===== src/rtl/serial_subtractor.sv =====
// serial_subtractor: bit-serial a - b, LSB first, one full-subtractor cell plus a borrow flop
module serial_subtractor #(
  parameter int WIDTH = 8
) (
  input  logic             clk,
  input  logic             rst,
  input  logic             start,
  input  logic [WIDTH-1:0] a,
  input  logic [WIDTH-1:0] b,
  output logic             busy,
  output logic             done,
  output logic [WIDTH-1:0] diff,
  output logic             borrow_out
);
  localparam int CW = $clog2(WIDTH) + 1;
  localparam logic [1:0] IDLE = 2'd0, RUN = 2'd1, DONE = 2'd2;
  logic [1:0]       state;
  logic [WIDTH-1:0] sa, sb, rr, rr_next;
  logic [WIDTH:0]   rr_ext;
  logic [CW-1:0]    cnt;
  logic             br, d, br_next;
  always_comb begin
    d = sa[0] ^ sb[0] ^ br;
    br_next = (~sa[0] & sb[0]) | (~(sa[0] ^ sb[0]) & br);
    rr_ext = {d, rr};
    rr_next = rr_ext[WIDTH:1];
  end
  assign busy = state != IDLE;
  assign done = state == DONE;
  always_ff @(posedge clk or posedge rst)
    if (rst) begin
      state <= IDLE;
      sa <= '0;
      sb <= '0;
      rr <= '0;
      br <= 1'b0;
      cnt <= '0;
      diff <= '0;
      borrow_out <= 1'b0;
    end else
      case (state)
        IDLE: if (start) begin
          sa <= a;
          sb <= b;
          br <= 1'b0;
          cnt <= '0;
          state <= RUN;
        end
        RUN: begin
          sa <= sa >> 1;
          sb <= sb >> 1;
          rr <= rr_next;
          br <= br_next;
          cnt <= cnt + CW'(1);
          // last bit: publish the full result including the bit just computed
          if (cnt == CW'(WIDTH - 1)) begin
            diff <= rr_next;
            borrow_out <= br_next;
            state <= DONE;
          end
        end
        default: state <= IDLE;
      endcase
endmodule


===== config.mk =====
export PLATFORM = sky130hd
export DESIGN_NAME = serial_subtractor
export DESIGN_NICKNAME = d
export VERILOG_FILES = /design/src/rtl/serial_subtractor.sv
export SDC_FILE = /design/constraint.sdc
export NUM_CORES = 1
export LEC_CHECK = 0
export ABC_AREA = 0
export CAP_MARGIN = 0
export CORE_UTILIZATION = 45
export CTS_BUF_LIST = sky130_fd_sc_hd__clkbuf_8
export DETAILED_ROUTE_END_ITERATION = 12
export PLACE_DENSITY = 0.82
export SLEW_MARGIN = 0
export SYNTH_ARGS = -nofsm -noshare
export SYNTH_HDL_FRONTEND = slang
export SYNTH_SLANG_ARGS = --single-unit

===== constraint.sdc =====
create_clock -name clk -period 1.55 [get_ports clk]
set_input_delay 0.155 -clock clk [delete_from_list [all_inputs] [get_ports clk]]
set_output_delay 0.155 -clock clk [all_outputs]
set_load 0.005 [all_outputs]

==> reports/qor.txt <==
Post-synth EDFFs = 0
CTS root buffer = clkbuf_8
CTS tree = yes
DP Wirelength = 2.30 mm
vias per cell = 5.02
first-pass GRT wire length = 5.76 mm
Synth top area share = 57.1%
Required @ worst endpoint = 1.74 ns
ys flop type = dfrtp_1
largest net degree at the start of global routing = 40
final core occ = 62.8%
final RePlAce weighted congestion = 0.769
antenna viol nets, final = 0
Pre-antenna DRT Iters = 4
Worst Path Class, Setup = flop to flop
Mapped Area = 1710 um2
top post-synthesis cells by area = dfrtp_1 57%, nand2_1 8.1%, and3b_1 5.6%
Initial DRC Count = 57
CP cell instances = ha_2, nand2_1, nor3_4, buf_4, mux2_2
initial antenna violation count = 0
internal power = 2.84 mW
crit path DAT = 1.65 ns
minimum clock period = 1.46 ns
routed vias = 1,266
I/O Pins = 30
Warnings, synthesis = 0
worst vdd ir = 0.00104 V
Total GRT Usage = 18.8%
CTS Buf Count = 5
Clock transition at path regs = 0.08 ns
Die Wd = 63.6 um
Hold Path Class = input port to async pin
Slowest cell on crit path = dfrtp_1
CP peak stage delay = 0.36 ns
Max Freq = 686 MHz
most common cell after layout, fill and taps aside = dfrtp_1
crit-path max FO = 3
Psw = 1.26 mW
Core Box Area = 3660 um2
#FFs+latches synth = 39
clock latency on the worst-skew pair = 0.30 ns
Seq/Total Area, Yosys = 57.1%
Max Cap Viol = 0
syn nets = 183
register share of total power = 40.5%
total power = 4.10 mW
Buf+Inv Stages, Crit Path = 1
outcome = complete, no violations
Tightest Pin Transition = 0.352 ns
Nets = 224
Critical Path Start Type = flop
share of layout cells above drive strength 1 = 16.7%
Final Worst Setup Slack = 0.0929 ns
WL/cell = 13.3 um
most frequent cells in the layout = 39 x dfrtp_1, 37 x nand2_1, 27 x clkdlybuf4s50_1, 14 x o21ai_0, 12 x a21oi_1
IO buf count = 29
Power Density = 1780 nW/um2
LEAKAGE = 1.09 nW
crit-path leading delay family = flip-flops
clk buf depth = 2
CP endpoint kind = flop
Total Routed Length = 3.35 mm
Hold Buf Count CTS = 0
H-Tree Depth = 2
Reg2Reg Setup Slack = 0.09 ns
DIE AREA = 4050 um2
row count = 22
Setup Skew = 0.00940 ns
clock share of power = 24.3%
Tcrit/Tclk final = 94.0%
starting density of the core = 46.7%
Die Y = 63.6 um
Antenna diodes = 0
asr flop ratio synth = 100%
grt total ovfl = 0
DRC viols = 0
vias in the first global route = 1,249
switching share of power = 30.8%
cell taking the most area after synthesis = dfrtp_1
cell count after synthesis = 162
Slew Limit Headroom = 76.4%
post-synth cell types = 25
clock sink total = 39
unrepaired setup endpoints after global routing = false
Slew Viols, Final = 0
Final setup violation count = 0
dpl ws = -0.0382 ns
P&R area growth vs syn = 34.6%
power share of the combinational group = 35.2%
synthesized area per cell = 10.6 um2
Final Hold Fails = 0
-- Yosys cell counts, types with 3 or more instances --
cell and n:
o21ai_0 14, nand2_1 37, inv_1 6, and3b_1 11, a22oi_1 3, a21oi_1 12, clkbuf_1 7, nor2b_1 3
dfrtp_1 39, mux2_2 8
-- state kept, by name, summed over array words and instances (netlist names) --
signal,flops
diff,8
sa,8
sb,8
rr,7
cnt,4
state,2
borrow_out,1
br,1
-- stage by stage --
step / TNS [ns] / cells / instance area [um2] / hold WS, ns
CTS: 0 / 252 / 2290 / 0.208
floorplan: 0 / 162 / 1710 / 0.325
global route: 0 / 252 / 2300 / 0.242
global placement: 0 / 241 / 2130 / 0.462
finish: 0 / 252 / 2300 / 0.205
detailed placement: -0.0517 / 241 / 2130 / 0.471
-- timing repair --
action / 4_1_cts / 5_1_grt
setup buffers: 3 / 0
resized for setup: 6 / 2
cloned: 0 / 0
pin swaps: 1 / 1
setup endpoints to repair: 8 / 8
-- final timing paths --
path                              from  endpoint  cells after the start
worst max-delay path            cnt[1]   diff[7]                      5
worst min-delay path               rst     sb[2]                      3
worst max register to register  cnt[1]   diff[7]                      5
worst min register to register   sa[5]     sa[5]                      2
max in group asynchronous          rst     sb[6]                      3
min in group clk                 sa[5]     sa[5]                      2
-- power groups by stage --
stage	Sequential, mW	Combinational [mW]	Clock [mW]
5_1_grt	1.72	1.61	1.05
2_1_floorplan	1.65	0.823	0
3_3_place_gp	1.67	1.33	0
6_report	1.66	1.45	0.996
3_5_place_dp	1.69	1.38	0
4_1_cts	1.66	1.45	1.01
-- worst min-delay path: stages --
cell,delay (ns)
clkdlybuf4s50_1,0.39
inv_1,0.09
buf_12,0.23
-- metal layers --
layer	part of all wire (%)	up-vias	GRT usage, %
li1	-	639	-
met1	45	598	23.8
met2	49	20	29.9
met3	3.2	9	4.89
met4	2.2	0	8.52
met5	0	-	0
-- final cells by class --
type                    count  area (um2)
flip-flops and latches     39         976
clock buffers               5        68.8
fillers                   300        1360
repair buffers             44         433
well taps                  48        60.1
inverters                   6        22.5
multi-input cells         107         676
clock inverters             3        63.8
-- cell families (layout without fill, tap and decap cells) --
family | count (synthesis) | in the layout | synth area share, %
AND/OR/NAND/NOR | 57 | 57 | 17.3
flip-flops | 39 | 39 | 57.1
AO/OA/AOI/OAI | 38 | 38 | 13.2
buffers and inverters | 16 | 58 | 4.10
multiplexers | 10 | 10 | 6.44
adder cells (fa/ha/maj) | 2 | 2 | 1.90
Note: power is estimated with default switching activity, not from simulation.
